==> src/rtl/orb_serializer_if.sv <==
// Frame-RAM read port, run request and serial telemetry outputs of the orbital serializer.
interface orb_serializer_if #(
   parameter int unsigned ADDR_W = 11,
   parameter int unsigned WORD_W = 12
);
   logic              en;
   logic [ADDR_W-1:0] rdAddr;
   logic              rdEn;
   logic [WORD_W-1:0] rdData;
   logic              serOut;
   logic              bitStb;
   logic              wordStb;
   logic              frameStb;
   logic              SW;
   logic              busy;

   modport master (
      input  en, rdData,
      output rdAddr, rdEn, serOut, bitStb, wordStb, frameStb, SW, busy
   );

   modport slave (
      output en, rdData,
      input  rdAddr, rdEn, serOut, bitStb, wordStb, frameStb, SW, busy
   );
endinterface

==> src/rtl/orb_serializer.sv <==
// Reads orbital words from the frame RAM and emits them MSB-first as a gap-free bitstream,
// marking word 0 of each frame and toggling the packer page select at every frame start.
module orb_serializer #(
   parameter int unsigned ADDR_W  = 11,
   parameter int unsigned WORD_W  = 12,
   parameter int unsigned BIT_DIV = 8
) (
   input logic              clk,
   input logic              rst,
   orb_serializer_if.master bus
);
   localparam int unsigned DIV_W = $clog2(BIT_DIV);
   localparam int unsigned BIT_W = $clog2(WORD_W);
   localparam logic [DIV_W-1:0] DIV_LAST = DIV_W'(BIT_DIV - 1);
   localparam logic [BIT_W-1:0] BIT_LAST = BIT_W'(WORD_W - 1);

   typedef enum logic [1:0] {IDLE, FETCH, LOAD, SHIFT} state_e;

   state_e            state_q, state_d;
   logic [ADDR_W-1:0] addr_cnt_q, addr_cnt_d;
   logic [ADDR_W-1:0] rd_addr_q, rd_addr_d;
   logic              rd_en_q, rd_en_d;
   logic              fetch_dly_q, fetch_dly_d;
   logic [WORD_W-1:0] sh_reg_q, sh_reg_d;
   logic [WORD_W-1:0] nxt_word_q, nxt_word_d;
   logic [DIV_W-1:0]  div_cnt_q, div_cnt_d;
   logic [BIT_W-1:0]  bit_cnt_q, bit_cnt_d;
   logic              ser_out_q, ser_out_d;
   logic              bit_stb_q, bit_stb_d;
   logic              word_stb_q, word_stb_d;
   logic              frame_stb_q, frame_stb_d;
   logic              sw_q, sw_d;
   logic              busy_q, busy_d;

   logic              do_load;
   logic [WORD_W-1:0] load_src;
   logic [WORD_W-1:0] load_word;
   logic [ADDR_W-1:0] load_addr;
   logic [ADDR_W-1:0] addr_inc;

   // Next-state and registered-output logic
   always_comb begin
      state_d     = state_q;
      addr_cnt_d  = addr_cnt_q;
      rd_addr_d   = rd_addr_q;
      rd_en_d     = 1'b0;
      fetch_dly_d = rd_en_q;
      sh_reg_d    = sh_reg_q;
      nxt_word_d  = nxt_word_q;
      div_cnt_d   = div_cnt_q;
      bit_cnt_d   = bit_cnt_q;
      ser_out_d   = ser_out_q;
      bit_stb_d   = 1'b0;
      word_stb_d  = 1'b0;
      frame_stb_d = 1'b0;
      sw_d        = sw_q;
      busy_d      = busy_q;
      do_load     = 1'b0;
      load_src    = bus.rdData;
      load_word   = '0;
      load_addr   = addr_cnt_q;
      addr_inc    = addr_cnt_q + ADDR_W'(1);

      // Prefetched word arrives one cycle after the RAM samples the strobe
      if (fetch_dly_q) nxt_word_d = bus.rdData;

      case (state_q)
         IDLE: begin
            ser_out_d = 1'b0;
            if (bus.en) begin
               rd_addr_d = addr_cnt_q;
               rd_en_d   = 1'b1;
               state_d   = FETCH;
            end
         end
         FETCH: begin
            state_d = LOAD;
         end
         LOAD: begin
            do_load   = 1'b1;
            load_src  = bus.rdData;
            load_addr = addr_cnt_q;
         end
         SHIFT: begin
            if (div_cnt_q == DIV_LAST) begin
               div_cnt_d = '0;
               if (bit_cnt_q != BIT_LAST) begin
                  sh_reg_d  = {sh_reg_q[WORD_W-2:0], sh_reg_q[WORD_W-1]};
                  ser_out_d = sh_reg_q[WORD_W-2];
                  bit_stb_d = 1'b1;
                  bit_cnt_d = bit_cnt_q + BIT_W'(1);
               end else if (bus.en) begin
                  do_load   = 1'b1;
                  load_src  = nxt_word_q;
                  load_addr = addr_inc;
               end else begin
                  addr_cnt_d = '0;
                  ser_out_d  = 1'b0;
                  state_d    = IDLE;
               end
            end else begin
               div_cnt_d = div_cnt_q + DIV_W'(1);
            end
         end
         default: begin
            state_d = IDLE;
         end
      endcase

      // Word start: marker on address 0, strobes, and prefetch of the following address
      if (do_load) begin
         load_word = load_src;
         if (load_addr == '0) load_word[WORD_W-1] = 1'b1;
         sh_reg_d    = load_word;
         ser_out_d   = load_word[WORD_W-1];
         bit_stb_d   = 1'b1;
         word_stb_d  = 1'b1;
         frame_stb_d = (load_addr == '0);
         sw_d        = sw_q ^ (load_addr == '0);
         div_cnt_d   = '0;
         bit_cnt_d   = '0;
         addr_cnt_d  = load_addr;
         rd_addr_d   = load_addr + ADDR_W'(1);
         rd_en_d     = 1'b1;
         state_d     = SHIFT;
      end

      busy_d = (state_d != IDLE);
   end

   always_ff @(posedge clk or negedge rst) begin
      if (!rst) begin
         state_q     <= IDLE;
         addr_cnt_q  <= '0;
         rd_addr_q   <= '0;
         rd_en_q     <= 1'b0;
         fetch_dly_q <= 1'b0;
         sh_reg_q    <= '0;
         nxt_word_q  <= '0;
         div_cnt_q   <= '0;
         bit_cnt_q   <= '0;
         ser_out_q   <= 1'b0;
         bit_stb_q   <= 1'b0;
         word_stb_q  <= 1'b0;
         frame_stb_q <= 1'b0;
         sw_q        <= 1'b0;
         busy_q      <= 1'b0;
      end else begin
         state_q     <= state_d;
         addr_cnt_q  <= addr_cnt_d;
         rd_addr_q   <= rd_addr_d;
         rd_en_q     <= rd_en_d;
         fetch_dly_q <= fetch_dly_d;
         sh_reg_q    <= sh_reg_d;
         nxt_word_q  <= nxt_word_d;
         div_cnt_q   <= div_cnt_d;
         bit_cnt_q   <= bit_cnt_d;
         ser_out_q   <= ser_out_d;
         bit_stb_q   <= bit_stb_d;
         word_stb_q  <= word_stb_d;
         frame_stb_q <= frame_stb_d;
         sw_q        <= sw_d;
         busy_q      <= busy_d;
      end
   end

   assign bus.rdAddr   = rd_addr_q;
   assign bus.rdEn     = rd_en_q;
   assign bus.serOut   = ser_out_q;
   assign bus.bitStb   = bit_stb_q;
   assign bus.wordStb  = word_stb_q;
   assign bus.frameStb = frame_stb_q;
   assign bus.SW       = sw_q;
   assign bus.busy     = busy_q;
endmodule

==> src/flat_wrapper.sv <==
// flat-port wrapper written by rule: the top's interface ports become plain ports
module orb_serializer_flat 
#(
   parameter int unsigned ADDR_W  = 11,
   parameter int unsigned WORD_W  = 12,
   parameter int unsigned BIT_DIV = 8
)
  (clk, rst, bus_en, bus_rdData, bus_rdAddr, bus_rdEn, bus_serOut, bus_bitStb, bus_wordStb, bus_frameStb, bus_SW, bus_busy);
  orb_serializer_if #(.ADDR_W(ADDR_W), .WORD_W(WORD_W)) bus_i ();
  input logic clk;
  input logic rst;
  input wire logic [$bits(bus_i.en)-1:0] bus_en;
  input wire logic [$bits(bus_i.rdData)-1:0] bus_rdData;
  output wire logic [$bits(bus_i.rdAddr)-1:0] bus_rdAddr;
  output wire logic [$bits(bus_i.rdEn)-1:0] bus_rdEn;
  output wire logic [$bits(bus_i.serOut)-1:0] bus_serOut;
  output wire logic [$bits(bus_i.bitStb)-1:0] bus_bitStb;
  output wire logic [$bits(bus_i.wordStb)-1:0] bus_wordStb;
  output wire logic [$bits(bus_i.frameStb)-1:0] bus_frameStb;
  output wire logic [$bits(bus_i.SW)-1:0] bus_SW;
  output wire logic [$bits(bus_i.busy)-1:0] bus_busy;
  assign bus_i.en = bus_en;
  assign bus_i.rdData = bus_rdData;
  assign bus_rdAddr = bus_i.rdAddr;
  assign bus_rdEn = bus_i.rdEn;
  assign bus_serOut = bus_i.serOut;
  assign bus_bitStb = bus_i.bitStb;
  assign bus_wordStb = bus_i.wordStb;
  assign bus_frameStb = bus_i.frameStb;
  assign bus_SW = bus_i.SW;
  assign bus_busy = bus_i.busy;
  orb_serializer #(.ADDR_W(ADDR_W), .WORD_W(WORD_W), .BIT_DIV(BIT_DIV)) u_core (.clk(clk), .rst(rst), .bus(bus_i));
endmodule
==> config.mk <==
export PLATFORM = sky130hd
export DESIGN_NAME = orb_serializer_flat
export DESIGN_NICKNAME = d
export VERILOG_FILES = /design/src/rtl/orb_serializer_if.sv /design/src/rtl/orb_serializer.sv /design/src/flat_wrapper.sv
export SDC_FILE = /design/constraint.sdc
export NUM_CORES = 1
export LEC_CHECK = 0
export ABC_AREA = 1
export CAP_MARGIN = 20
export CORE_MARGIN = 5
export CORE_UTILIZATION = 50
export DETAILED_ROUTE_END_ITERATION = 8
export GPL_TIMING_DRIVEN = 1
export MAX_ROUTING_LAYER = met4
export PLACE_DENSITY = 0.71
export SYNTH_ARGS = -nofsm -noshare
export SYNTH_HDL_FRONTEND = slang
export SYNTH_SLANG_ARGS = --single-unit
==> constraint.sdc <==
create_clock -name clk -period 3.4 [get_ports clk]
set_input_delay 1.02 -clock clk [delete_from_list [all_inputs] [get_ports clk]]
set_output_delay 1.02 -clock clk [all_outputs]
set_load 0.02 [all_outputs]
# Word level (Yosys, flattened, before mapping)
# Cells that the tools add are included.
# totals
reg_bits,63
output_inout_bits,18
word_cells,93
# op_classes
n_reduce_logical,13
muxes,51
addsub,4
eq_ne,9
bitwise_logic,1
# ops
cell,n
$mux W11,12
$mux W12,8
$add A11 B1 Y11 const B,2
$mux W1,16
$mux W4,4
$reduce_bool A2 Y1,6
$logic_not A11 Y1,1
$mux W2,5
$mux W3,3
$pmux W2 S3,1
$reduce_and A3 Y1,2
$add A4 B1 Y4 const B,1
$eq A2 B2 Y1 const B,2
$ne A2 B1 Y1 const B,2
$ne A4 B2 Y1 const B,1
$ne A4 B4 Y1 const B,1
$pmux W1 S2,2
$reduce_and A4 Y1,1
$add A3 B1 Y3 const B,1
$eq A3 B3 Y1 const B,1
$ne A3 B1 Y1 const B,1
$reduce_bool A3 Y1,1
$eq A2 B1 Y1 const B,1
$logic_not A2 Y1,1
other kinds (2),2

# Longest topological paths before layout
# depth
word_depth,8
mapped_depth,17

# Least setup slack after synthesis
# OpenSTA, ideal clock, no wires.
# synth_path
kind,input-to-reg
start,input bus_en
end,"register u_core.rd_addr_q[10], in the netlist u_core.bus.rdAddr[10]"
slack_ps,816
n_path_buf,1
path_stages,15
arrival_time_ps,2467
required_ps,3283
path_cell_list,nand3_2 > nor2_8 > buf_8 > nand2_1 > nand2_2 > ha_1 > inv_1 > nor2_1 > nand2_2 > nor2_4 > nand2_1 > nand2_1 > nand3_1 > nand2_1 > nand2_1
# synth_via
elab_chain_len,6
# synth_rtl
element,line,source
from (decl),flat_wrapper.sv:12,input wire logic [$bits(bus_i.en)-1:0] bus_en;
$mux W11 or $mux W1 (tied branches),orb_serializer.sv:92,end else if (bus.en) begin
$mux W11 or $mux W1 (tied branches),orb_serializer.sv:87,if (bit_cnt_q != BIT_LAST) begin
$mux W11 or $mux W1 (tied branches),orb_serializer.sv:85,if (div_cnt_q == DIV_LAST) begin
$mux W11 or $pmux W1 S2 (tied branches),orb_serializer.sv:67,case (state_q)
$add A11 B1 Y11 or $reduce_bool A2 Y1 (tied branches),--,
$mux W11 or $reduce_and A2 Y1 (tied branches),--,
to (signal assigned),orb_serializer.sv:151,rd_addr_q <= rd_addr_d;
to (decl),orb_serializer.sv:21,"logic [ADDR_W-1:0] rd_addr_q, rd_addr_d;"
# Parallel ways exist; a longest one is shown, timed or not.
# A chain may end at the register's enable or synchronous reset.

# Final worst setup path
# Same ends and word-level chain as after synthesis.

==> impl_metrics.yaml <==
outcome:
  status: "complete, no violations"
global_route:
  grt_pass1_vias: 2827
  antenna_found_initial: 0
  grt.overflow.total: 0
  grt_pass1_wl_um: 13900
  grt_max_degree: 37
  track_usage_pct: 21.3
routing:
  first_iter_violations: 316
  drc: 0
  viasPerCell: 5.60
  firstDrtPassIters: 5
  wirelength_um: 8060
  wl_per_cell_um: 15.1
  route.vias.total: 2986
  postRouteAntennaNets: 0
critical_path:
  worstPathArrival_ps: 3140
  critPathLaunchType: "primary input"
  critical_path.endpoint_type: "register"
  critPathMaxFanout: 14
  worst-endpoint-required_ps: 3630
  worstSetupPathType: "in2reg"
synth:
  synthArstFlopShare_pct: 100
  synth_edf_count: 0
  ys_seq_area_share_pct: 46.5
  synth-seq-cells: 63
  synth-main-ff-cell: "dfrtp_1"
  synth_fp_nets: 434
  synth_cells: 413
  syn_area_um2: 3390
  yosys_warnings: 0
  postSynthAreaPerCell_um2: 8.22
  synthDistinctLibCells: 37
cts:
  cts-resized-gates: 0
  numCtsBuffers: 9
  cts_max_level: 3
  cts_tree: "done"
  cts_buffer_depth: 2
  cts-hold-fix-buffers: 0
  post_cts_buffers: 0
  cts_root_buffer: "clkbuf_8"
  clkSinkCount: 63
  insertion_delay_ps: 330
  path_clk_slew_ps: 70
timing:
  fin_crit_sh_pct: 85.7
  rsz0062_at_grt: "false"
  whs_ps: 396
  fin_skew_ps: 5.22
  setup_tns_ps: 0
  timing.fmax_mhz: 343
  drv_slew: 0
  tightest_slew_ps: 1020
  relSlewSlack_pct: 32.0
  finalCriticalPeriod_ps: 2910
  hold_viol: 0
  setup_viol: 0
finish:
  drive_above_1_share_pct: 13.2
  fillers: 593
  multi_input_area_um2: 1560
  stdcell_area_um2: 4000
  final-seq-area_um2: 1580
  layout.nets: 470
  antenna_cells: 0
  area_growth_pct: 17.9
floorplanning:
  num_io_pins: 33
  die_w_um: 92.4
  rows: 30
  core_um2: 6680
  start_util_pct: 50.8
  die_area_um2: 8530
  die_h_um: 92.4
flow_run:
  max-cap-violations: 0
power:
  leakagePower_uw: 0.00206
  ir_drop_mv: 0.254
  power_density_nw_per_um2: 365
placement:
  dp_hpwl_um: 5860
  place.gp.congestion: 0.922
  port_buffers: 32
  placed_cell_area_um2: 3800
worst_hold_path:
  min_path_type: "reg2reg"
-- cell usage after synthesis, types with 3 or more instances --
| library cell | n | area share [%] |
|---|---|---|
| o22ai_1 | 20 | 3.7 |
| o21ai_0 | 19 | 2.8 |
| ha_1 | 6 | 2.2 |
| nand3_1 | 29 | 4.3 |
| o21ai_1 | 3 | 0.44 |
| or2_2 | 3 | 0.55 |
| o211ai_1 | 3 | 0.66 |
| nand3_2 | 4 | 1.2 |
| nand2_1 | 121 | 13 |
| inv_1 | 42 | 4.6 |
| nor2_1 | 23 | 2.5 |
| mux2_2 | 11 | 3.7 |
| a31oi_1 | 11 | 2.0 |
| nand4_1 | 8 | 1.5 |
| nand2_2 | 4 | 0.74 |
| dfrtp_1 | 63 | 46 |
| clkbuf_1 | 8 | 0.88 |
| buf_4 | 3 | 0.66 |
| a21oi_1 | 7 | 1.0 |
| buf_2 | 3 | 0.44 |
-- critical path: stages --
cell and delay [ps]:
clkdlybuf4s50_1 520, nand3_2 180, nor2_8 260, nand2_1 90, nand2_2 130, ha_1 180
inv_1 60, nor2_1 150, nand2_2 100, nor2_4 150, nand2_1 60, nand2_1 50
nand3_1 60, nand2_1 60, nand2_1 50
-- sequential cells by signal, summed over array words and instances, names as in the netlist --
register and count:
u_core.state_q 2, u_core.nxt_word_q 12, u_core.bus.SW 1, u_core.bus.wordStb 1
u_core.addr_cnt_q 11, u_core.bus.serOut 1, u_core.sh_reg_q 12, u_core.bus.rdEn 1
u_core.fetch_dly_q 1, u_core.div_cnt_q 3, u_core.bus.frameStb 1, u_core.bus.rdAddr 11
u_core.bus.bitStb 1, u_core.bit_cnt_q 4, u_core.bus.busy 1
-- metal layers --
layer	track usage [%]	wire length (µm)
met1	30.4	3780
met2	28.6	3490
met3	3.74	596
met4	11.5	197
met5	-	0
-- area by class of cell --
class                           instances  share of cell area (%)
Inverter                               45                    4.25
Timing Repair Buffer                   41                    9.88
Clock inverter                          3                    1.06
Sequential cell                        63                    39.4
Tap cell                               80                    2.50
Multi-Input combinational cell        289                    39.0
Clock buffer                           12                    3.88
-- power breakdown --
part / switching, µW / leakage [µW] / internal (µW) / total, µW
Sequential: 3.37 / 0.000736 / 757 / 761
Clock: 277 / 0.0000985 / 374 / 650
Combinational: 25.5 / 0.00122 / 24.3 / 49.8
-- through the flow --
step	total power (µW)	cells	worst slack, ps	util [%]
after CTS	1480	533	525	59.9
after detailed placement	826	518	159	56.9
final	1460	533	486	59.9
after global placement	825	518	214	56.9
after global routing	1520	533	215	59.9
after floorplan	787	413	816	-
-- kinds of logic (layout without fill, tap and decap cells) --
| group | Yosys count | in the layout | synth area share [%] |
|---|---|---|---|
| compound gates | 67 | 67 | 11.7 |
| flops | 63 | 63 | 46.5 |
| simple gates | 204 | 204 | 28.2 |
| fa+ha+maj | 6 | 6 | 2.21 |
| buf+inv | 61 | 101 | 7.56 |
| xor+xnor | 1 | 1 | 0.258 |
| mux | 11 | 11 | 3.65 |
-- layout by cell type, fill, tap and decap left out, types with 3 or more instances in the layout --
cell type	instances
a31oi_1	11
o211ai_1	3
nand3_1	29
ha_1	6
dfrtp_1	63
a21oi_1	7
nand3_2	4
buf_4	8
nand2_1	121
clkbuf_8	11
o21ai_0	19
inv_1	42
nand2_2	4
nand4_1	8
mux2_2	11
o21ai_1	3
clkdlybuf4s50_1	31
or2_2	3
nor2_1	23
o22ai_1	20
-- final timing paths --
check	start	end	slack [ps]	depth (start not counted)
max	bus_en	u_core.bus.rdAddr[10]	490	15
min	u_core.bus.rdEn	u_core.fetch_dly_q	400	0
max reg2reg	u_core.div_cnt_q[0]	u_core.bus.rdAddr[10]	810	16
min reg2reg	u_core.bus.rdEn	u_core.fetch_dly_q	400	0
max in group asynchronous	rst	u_core.bus.rdAddr[1]	2080	2
min in group asynchronous	rst	u_core.nxt_word_q[5]	710	1
No activity file was read; power rests on OpenSTA's default activity.
